===== src/rtl/mc_pkg.sv =====
// rtl/mc_pkg.sv - state, opcode and control-field encodings for mc_control
package mc_pkg;

  typedef enum logic [2:0] {
    ST_FETCH  = 3'd0,
    ST_DECODE = 3'd1,
    ST_EXEC   = 3'd2,
    ST_MEM    = 3'd3,
    ST_WB     = 3'd4,
    ST_TRAP   = 3'd5
  } state_e;

  typedef enum logic [2:0] {
    OC_ILL = 3'd0,
    OC_R   = 3'd1,
    OC_I   = 3'd2,
    OC_LD  = 3'd3,
    OC_ST  = 3'd4,
    OC_BR  = 3'd5,
    OC_JAL = 3'd6,
    OC_LUI = 3'd7
  } op_class_e;

  localparam logic [6:0] OP_R   = 7'b0110011;
  localparam logic [6:0] OP_I   = 7'b0010011;
  localparam logic [6:0] OP_LD  = 7'b0000011;
  localparam logic [6:0] OP_ST  = 7'b0100011;
  localparam logic [6:0] OP_BR  = 7'b1100011;
  localparam logic [6:0] OP_JAL = 7'b1101111;
  localparam logic [6:0] OP_LUI = 7'b0110111;

  localparam logic [1:0] M2R_ALU = 2'b00;
  localparam logic [1:0] M2R_MEM = 2'b01;
  localparam logic [1:0] M2R_PC4 = 2'b10;
  localparam logic [1:0] M2R_IMM = 2'b11;

  localparam logic [1:0] ALUOP_DEF = 2'b00;
  localparam logic [1:0] ALUOP_BR  = 2'b01;
  localparam logic [1:0] ALUOP_I   = 2'b10;
  localparam logic [1:0] ALUOP_R   = 2'b11;

  // Loads and stores are the only classes that visit MEM
  function automatic logic is_mem_op(input op_class_e c);
    return (c == OC_LD) || (c == OC_ST);
  endfunction

endpackage


===== src/rtl/mc_control_if.sv =====
// rtl/mc_control_if.sv - controller <-> datapath/memory signal bundle
interface mc_control_if;
  logic [6:0] opcode;
  logic       mem_ready;
  logic       br_taken;

  logic       pc_write;
  logic       pc_src;
  logic       ir_write;
  logic       iord;
  logic       memread;
  logic       memwrite;
  logic       regwrite;
  logic       branch;
  logic       ALUsrc;
  logic       jal;
  logic       retire;
  logic       trap;
  logic [1:0] memtoreg;
  logic [1:0] ALUop;
  logic [2:0] state;

  // Controller side
  modport master (
    input  opcode, mem_ready, br_taken,
    output pc_write, pc_src, ir_write, iord, memread, memwrite, regwrite,
           branch, ALUsrc, jal, retire, trap, memtoreg, ALUop, state
  );

  // Datapath / memory side
  modport slave (
    output opcode, mem_ready, br_taken,
    input  pc_write, pc_src, ir_write, iord, memread, memwrite, regwrite,
           branch, ALUsrc, jal, retire, trap, memtoreg, ALUop, state
  );
endinterface


===== src/rtl/mc_control_op_class.sv =====
// rtl/mc_control_op_class.sv - major-opcode to instruction-class decoder
module op_class
  import mc_pkg::*;
(
  input  logic [6:0] opcode,
  output op_class_e  cls
);

  // Map the 7-bit major opcode onto one of the supported classes
  always_comb begin
    cls = OC_ILL;
    case (opcode)
      OP_R:    cls = OC_R;
      OP_I:    cls = OC_I;
      OP_LD:   cls = OC_LD;
      OP_ST:   cls = OC_ST;
      OP_BR:   cls = OC_BR;
      OP_JAL:  cls = OC_JAL;
      OP_LUI:  cls = OC_LUI;
      default: cls = OC_ILL;
    endcase
  end

endmodule


===== src/rtl/mc_control.sv =====
// rtl/mc_control.sv - multi-cycle RV32 control FSM with memory-wait timeout
module mc_control
  import mc_pkg::*;
#(
  parameter int MEM_TIMEOUT = 15
) (
  input logic          clk,
  input logic          rst,
  mc_control_if.master bus
);

  localparam int CNT_W = (MEM_TIMEOUT < 1) ? 1 : $clog2(MEM_TIMEOUT + 1);
  localparam logic [CNT_W-1:0] CNT_MAX   = '1;
  localparam logic [CNT_W-1:0] CNT_LIMIT = CNT_W'(MEM_TIMEOUT);

  state_e           state_q, state_d;
  logic [6:0]       op_q, op_d;
  logic [CNT_W-1:0] wait_cnt_q, wait_cnt_d;
  op_class_e        op_cls;
  logic             waiting;

  logic       pc_write, pc_src, ir_write, iord, memread, memwrite, regwrite;
  logic       branch, alu_src, jal, retire, trap;
  logic [1:0] memtoreg, alu_op;

  // Take the live opcode in DECODE, otherwise keep the latched one
  always_comb begin
    op_d = op_q;
    if (state_q == ST_DECODE) op_d = bus.opcode;
  end

  // In DECODE this classifies the incoming opcode; later it classifies op_q
  op_class u_op_class (
    .opcode (op_d),
    .cls    (op_cls)
  );

  // Next-state selection plus the not-ready wait counter and its timeout
  always_comb begin
    state_d = state_q;
    waiting = 1'b0;
    case (state_q)
      ST_FETCH: begin
        waiting = 1'b1;
        if (bus.mem_ready) state_d = ST_DECODE;
      end
      ST_DECODE: begin
        case (op_cls)
          OC_LUI:  state_d = ST_WB;
          OC_ILL:  state_d = ST_TRAP;
          default: state_d = ST_EXEC;
        endcase
      end
      ST_EXEC: begin
        case (op_cls)
          OC_LD, OC_ST:        state_d = ST_MEM;
          OC_R, OC_I, OC_JAL:  state_d = ST_WB;
          OC_BR:               state_d = ST_FETCH;
          default:             state_d = ST_TRAP;
        endcase
      end
      ST_MEM: begin
        if (!is_mem_op(op_cls)) begin
          state_d = ST_TRAP;
        end else begin
          waiting = 1'b1;
          if (bus.mem_ready) state_d = (op_cls == OC_LD) ? ST_WB : ST_FETCH;
        end
      end
      ST_WB:   state_d = ST_FETCH;
      ST_TRAP: state_d = ST_TRAP;
      default: state_d = ST_TRAP;
    endcase

    // Ready wins over the timeout because the trap is only taken while not ready
    wait_cnt_d = '0;
    if (waiting && !bus.mem_ready) begin
      wait_cnt_d = (wait_cnt_q == CNT_MAX) ? wait_cnt_q : wait_cnt_q + CNT_W'(1);
      if ((MEM_TIMEOUT != 0) && (wait_cnt_d >= CNT_LIMIT)) state_d = ST_TRAP;
    end
    if (state_d != state_q) wait_cnt_d = '0;
  end

  // State, latched opcode and wait counter registers
  always_ff @(posedge clk) begin
    if (rst) begin
      state_q    <= ST_FETCH;
      op_q       <= '0;
      wait_cnt_q <= '0;
    end else begin
      state_q    <= state_d;
      op_q       <= op_d;
      wait_cnt_q <= wait_cnt_d;
    end
  end

  // Per-state control outputs; ready/branch-dependent ones are Mealy
  always_comb begin
    pc_write = 1'b0;
    pc_src   = 1'b0;
    ir_write = 1'b0;
    iord     = 1'b0;
    memread  = 1'b0;
    memwrite = 1'b0;
    regwrite = 1'b0;
    branch   = 1'b0;
    alu_src  = 1'b0;
    jal      = 1'b0;
    retire   = 1'b0;
    trap     = 1'b0;
    memtoreg = M2R_ALU;
    alu_op   = ALUOP_DEF;
    if (!rst) begin
      case (state_q)
        ST_FETCH: begin
          memread = 1'b1;
          if (bus.mem_ready) begin
            ir_write = 1'b1;
            pc_write = 1'b1;
          end
        end
        ST_EXEC: begin
          case (op_cls)
            OC_R: alu_op = ALUOP_R;
            OC_I, OC_LD, OC_ST: begin
              alu_op  = ALUOP_I;
              alu_src = 1'b1;
            end
            OC_BR: begin
              alu_op   = ALUOP_BR;
              branch   = 1'b1;
              pc_src   = 1'b1;
              pc_write = bus.br_taken;
              retire   = 1'b1;
            end
            OC_JAL: begin
              alu_op   = ALUOP_DEF;
              branch   = 1'b1;
              jal      = 1'b1;
              pc_src   = 1'b1;
              pc_write = 1'b1;
            end
            default: ;
          endcase
        end
        ST_MEM: begin
          if (is_mem_op(op_cls)) begin
            iord     = 1'b1;
            memread  = (op_cls == OC_LD);
            memwrite = (op_cls == OC_ST);
            retire   = (op_cls == OC_ST) && bus.mem_ready;
          end
        end
        ST_WB: begin
          regwrite = 1'b1;
          retire   = 1'b1;
          case (op_cls)
            OC_LD:   memtoreg = M2R_MEM;
            OC_JAL:  memtoreg = M2R_PC4;
            OC_LUI:  memtoreg = M2R_IMM;
            default: memtoreg = M2R_ALU;
          endcase
        end
        ST_TRAP: trap = 1'b1;
        default: ;
      endcase
    end
  end

  assign bus.pc_write = pc_write;
  assign bus.pc_src   = pc_src;
  assign bus.ir_write = ir_write;
  assign bus.iord     = iord;
  assign bus.memread  = memread;
  assign bus.memwrite = memwrite;
  assign bus.regwrite = regwrite;
  assign bus.branch   = branch;
  assign bus.ALUsrc   = alu_src;
  assign bus.jal      = jal;
  assign bus.retire   = retire;
  assign bus.trap     = trap;
  assign bus.memtoreg = memtoreg;
  assign bus.ALUop    = alu_op;
  assign bus.state    = rst ? 3'd0 : state_q;

endmodule


===== src/flat_wrapper.sv =====
// flat-port wrapper written by rule: the top's interface ports become plain ports
module mc_control_flat import mc_pkg::*;
#(
  parameter int MEM_TIMEOUT = 15
)
  (clk, rst, bus_opcode, bus_mem_ready, bus_br_taken, bus_pc_write, bus_pc_src, bus_ir_write, bus_iord, bus_memread, bus_memwrite, bus_regwrite, bus_branch, bus_ALUsrc, bus_jal, bus_retire, bus_trap, bus_memtoreg, bus_ALUop, bus_state);
  mc_control_if bus_i ();
  input logic clk;
  input logic rst;
  input wire logic [$bits(bus_i.opcode)-1:0] bus_opcode;
  input wire logic [$bits(bus_i.mem_ready)-1:0] bus_mem_ready;
  input wire logic [$bits(bus_i.br_taken)-1:0] bus_br_taken;
  output wire logic [$bits(bus_i.pc_write)-1:0] bus_pc_write;
  output wire logic [$bits(bus_i.pc_src)-1:0] bus_pc_src;
  output wire logic [$bits(bus_i.ir_write)-1:0] bus_ir_write;
  output wire logic [$bits(bus_i.iord)-1:0] bus_iord;
  output wire logic [$bits(bus_i.memread)-1:0] bus_memread;
  output wire logic [$bits(bus_i.memwrite)-1:0] bus_memwrite;
  output wire logic [$bits(bus_i.regwrite)-1:0] bus_regwrite;
  output wire logic [$bits(bus_i.branch)-1:0] bus_branch;
  output wire logic [$bits(bus_i.ALUsrc)-1:0] bus_ALUsrc;
  output wire logic [$bits(bus_i.jal)-1:0] bus_jal;
  output wire logic [$bits(bus_i.retire)-1:0] bus_retire;
  output wire logic [$bits(bus_i.trap)-1:0] bus_trap;
  output wire logic [$bits(bus_i.memtoreg)-1:0] bus_memtoreg;
  output wire logic [$bits(bus_i.ALUop)-1:0] bus_ALUop;
  output wire logic [$bits(bus_i.state)-1:0] bus_state;
  assign bus_i.opcode = bus_opcode;
  assign bus_i.mem_ready = bus_mem_ready;
  assign bus_i.br_taken = bus_br_taken;
  assign bus_pc_write = bus_i.pc_write;
  assign bus_pc_src = bus_i.pc_src;
  assign bus_ir_write = bus_i.ir_write;
  assign bus_iord = bus_i.iord;
  assign bus_memread = bus_i.memread;
  assign bus_memwrite = bus_i.memwrite;
  assign bus_regwrite = bus_i.regwrite;
  assign bus_branch = bus_i.branch;
  assign bus_ALUsrc = bus_i.ALUsrc;
  assign bus_jal = bus_i.jal;
  assign bus_retire = bus_i.retire;
  assign bus_trap = bus_i.trap;
  assign bus_memtoreg = bus_i.memtoreg;
  assign bus_ALUop = bus_i.ALUop;
  assign bus_state = bus_i.state;
  mc_control #(.MEM_TIMEOUT(MEM_TIMEOUT)) u_core (.clk(clk), .rst(rst), .bus(bus_i));
endmodule

===== config.mk =====
export PLATFORM = sky130hd
export DESIGN_NAME = mc_control_flat
export DESIGN_NICKNAME = d
export VERILOG_FILES = /design/src/rtl/mc_pkg.sv /design/src/rtl/mc_control_if.sv /design/src/rtl/mc_control_op_class.sv /design/src/rtl/mc_control.sv /design/src/flat_wrapper.sv
export SDC_FILE = /design/constraint.sdc
export NUM_CORES = 1
export LEC_CHECK = 0
export CAP_MARGIN = 20
export CORE_MARGIN = 3
export CORE_UTILIZATION = 54
export CTS_BUF_LIST = sky130_fd_sc_hd__clkbuf_8
export CTS_CLUSTER_SIZE = 8
export DETAILED_ROUTE_END_ITERATION = 12
export PLACE_DENSITY_LB_ADDON = 0.15
export SYNTH_ARGS = -nofsm -noshare
export SYNTH_HDL_FRONTEND = slang
export SYNTH_HIERARCHICAL = 1
export SYNTH_SLANG_ARGS = --single-unit

===== constraint.sdc =====
create_clock -name clk -period 7.25 [get_ports clk]
set_input_delay 1.8125 -clock clk [delete_from_list [all_inputs] [get_ports clk]]
set_output_delay 1.8125 -clock clk [all_outputs]
set_load 0.05 [all_outputs]

==> out/metrics.csv <==
metric,value,unit
status,completed,
rr_worst_depth,10,
vdd_drop_max,0.200,mV
post-route-drc-count,0,
synth.avg_cell_area,8.37,um2
synthArstFlopShare,0,%
grt_setup_unrepaired,false,
yosysMostFrequentCell,dfxtp_1,
synth_cells,140,
htreeDepth,1,
period_share,94.1,%
vias_per_cell,6.03,
drive_gt1_share,15.5,%
rr_startpoint,u_core/state_q[0],
yosys.area.top_type,dfxtp_1,
min_path_cells,2,
cts_setup_buffers,0,
antenna_cells,0,
critPathMaxFanout,9,
p_leak,0.550,nW
yosys_most_used_dff,dfxtp_1,
endpoint_kind,primary output,
clockPowerShare,21.5,%
cp.required,5440,ps
numCtsBuffers,3,
crit_type,primary input to primary output,
holdCritStartpoint,u_core/wait_cnt_q[3],
power.internal,211,uW
gp_congestion,0.898,
grt.overflow.total,0,
synth_fp_nets,152,
area_growth,29.1,%
cts_max_path_buffers,2,
hold_viol,0,
path_cells,"clkdlybuf4s50_1, mux2_2, and2b_1, a31oi_1, a21oi_1, or3b_4, nor3_1, a211o_1, clkdlybuf4s50_1",
dieArea,0.00276,mm2
pwr-share-seq,29.5,%
port_buffers,29,
synth_top_area_share,23.9,%
crit_path_frequent_cell,clkdlybuf4s50_1,
setup.worst_path.start,bus_opcode[6],
grtUsageTotal,24.8,%
finalSetupViolCount,0,
tightest_slew,613,ps
p_sw,151,uW
dieHeight,52.6,um
synth_edf_count,0,
cts_tree,built,
fin_skew,7.39,ps
wirelength,3120,um
worstPathArrival,5010,ps
synth_warnings,6,
antenna_found_initial,0,
firstDrtPassIters,4,
swShare,41.6,%
ys_top_cells_by_area,"dfxtp_1 (24%), mux2_2 (6.7%), nor2b_1 (5.3%)",
finalMaxSlewViolations,0,
cts_resized,0,
final_util,75.5,%
startpoint_type,primary input,
antenna_left,0,
grt_pass1_wl,5050,um
grt_pass1_vias,1073,
ctsHoldBuffers,0,
synth_commonest_cells,"dfxtp_1 (14), nor3_1 (12), nor2_1 (11)",
ys_seq_elements,14,
slew_headroom,58.8,%
min_period,6820,ps
dr_total_vias,1175,
start_util,58.5,%
hp-class,register to register,
p_per_area,239,mW/mm2
cpPeakStageDelay,800,ps
fp.dieW,52.6,um
combPwrFrac,49.0,%
coreArea,0.00200,mm2
hpwlAfterDp,2140,um
crit_slowest_cell,clkdlybuf4s50_1,
wl_per_cell,16.0,um
num-nets-final,181,
max_freq,147,MHz
drt-initial-drc-count,42,
clk_latency,250,ps
cts.clk_slew.worst_paths,60,ps
cts_root_buf,clkbuf_8,
synth_seq_area_share,23.9,%
max-cap-violations,0,
tns,0,ps
synth.cell_area,0.00117,mm2
synth_cell_types,50,
num_rows,16,
fillers,157,
num_io_pins,30,
holdWs,605,ps
cts_sinks,14,
grt_max_degree,14,
## state kept, by name, summed over array words and instances (netlist names)
signal	flops
u_core/op_q	7
u_core/wait_cnt_q	4
u_core/state_q	3
## final timing paths
| path | to | slack [ps] |
|---|---|---|
| hold / removal | u_core/wait_cnt_q[3] | 610 |
| setup / recovery | bus_retire | 430 |
| hold reg to reg | u_core/wait_cnt_q[3] | 610 |
| setup reg to reg | u_core/wait_cnt_q[1] | 3670 |
## metal layers
metal	up-vias	GRT usage, %	wire, um
met3	4	4.56	189
met4	0	8.94	31
li1	570	-	-
met2	46	42.6	1620
met5	-	0	0
met1	555	30.4	1270
## stage by stage
| stage | area [um2] | total power, mW | setup slack (ps) | cells |
|---|---|---|---|---|
| floorplan | 1170 | 0.242 | 586 | 140 |
| global route | 1510 | 0.381 | 282 | 195 |
| detailed placement | 1460 | 0.279 | 509 | 191 |
| finish | 1510 | 0.362 | 426 | 195 |
| CTS | 1510 | 0.361 | 429 | 195 |
| global placement | 1460 | 0.274 | 607 | 191 |
## cell type report
class / instances / area, um2 / share of cell area [%]
multi-input combinational: 112 / 810 / 53.6
timing repair buffer: 32 / 310 / 20.5
tap: 27 / 33.8 / 2.24
sequential: 14 / 280 / 18.5
clock buffer: 4 / 55.1 / 3.64
inverter: 6 / 22.5 / 1.49
## logic make-up after synthesis
| family | Yosys count | synth area share [%] |
|---|---|---|
| AND/OR/NAND/NOR | 74 | 38.7 |
| AO/OA/AOI/OAI | 26 | 19.6 |
| buffers and inverters | 14 | 6.94 |
| flip-flops | 14 | 23.9 |
| multiplexers | 8 | 7.59 |
| XOR/XNOR | 3 | 2.24 |
| adder cells (fa/ha/maj) | 1 | 1.07 |
## power by group through the flow
| stage | clock [mW] | combinational (mW) | sequential (mW) |
|---|---|---|---|
| floorplan | 0 | 0.146 | 0.0960 |
| global placement | 0 | 0.168 | 0.106 |
| detailed placement | 0 | 0.172 | 0.107 |
| CTS | 0.0785 | 0.176 | 0.106 |
| global route | 0.0817 | 0.191 | 0.109 |
| finish | 0.0776 | 0.177 | 0.107 |
## worst max-delay path, delay by kind of cell
| kind | cells | cell delay [ps] |
|---|---|---|
| AO/OA/AOI/OAI | 3 | 730 |
| buffers and inverters | 2 | 1190 |
| multiplexers | 1 | 300 |
| AND/OR/NAND/NOR | 3 | 980 |
## layout by cell type, fill, tap and decap left out, drive strengths merged, types with 3 or more instances in the layout
| master | instances |
|---|---|
| nand2 | 9 |
| clkbuf | 4 |
| a21oi | 4 |
| or2b | 3 |
| o21ai | 7 |
| mux2 | 7 |
| buf | 4 |
| nand3 | 5 |
| nand3b | 3 |
| nor2b | 10 |
| inv | 6 |
| nor3 | 12 |
| nor2 | 11 |
| dfxtp | 14 |
| and3 | 3 |
| clkdlybuf4s50 | 28 |
| nor3b | 6 |
(Power assumes the default switching activity.)
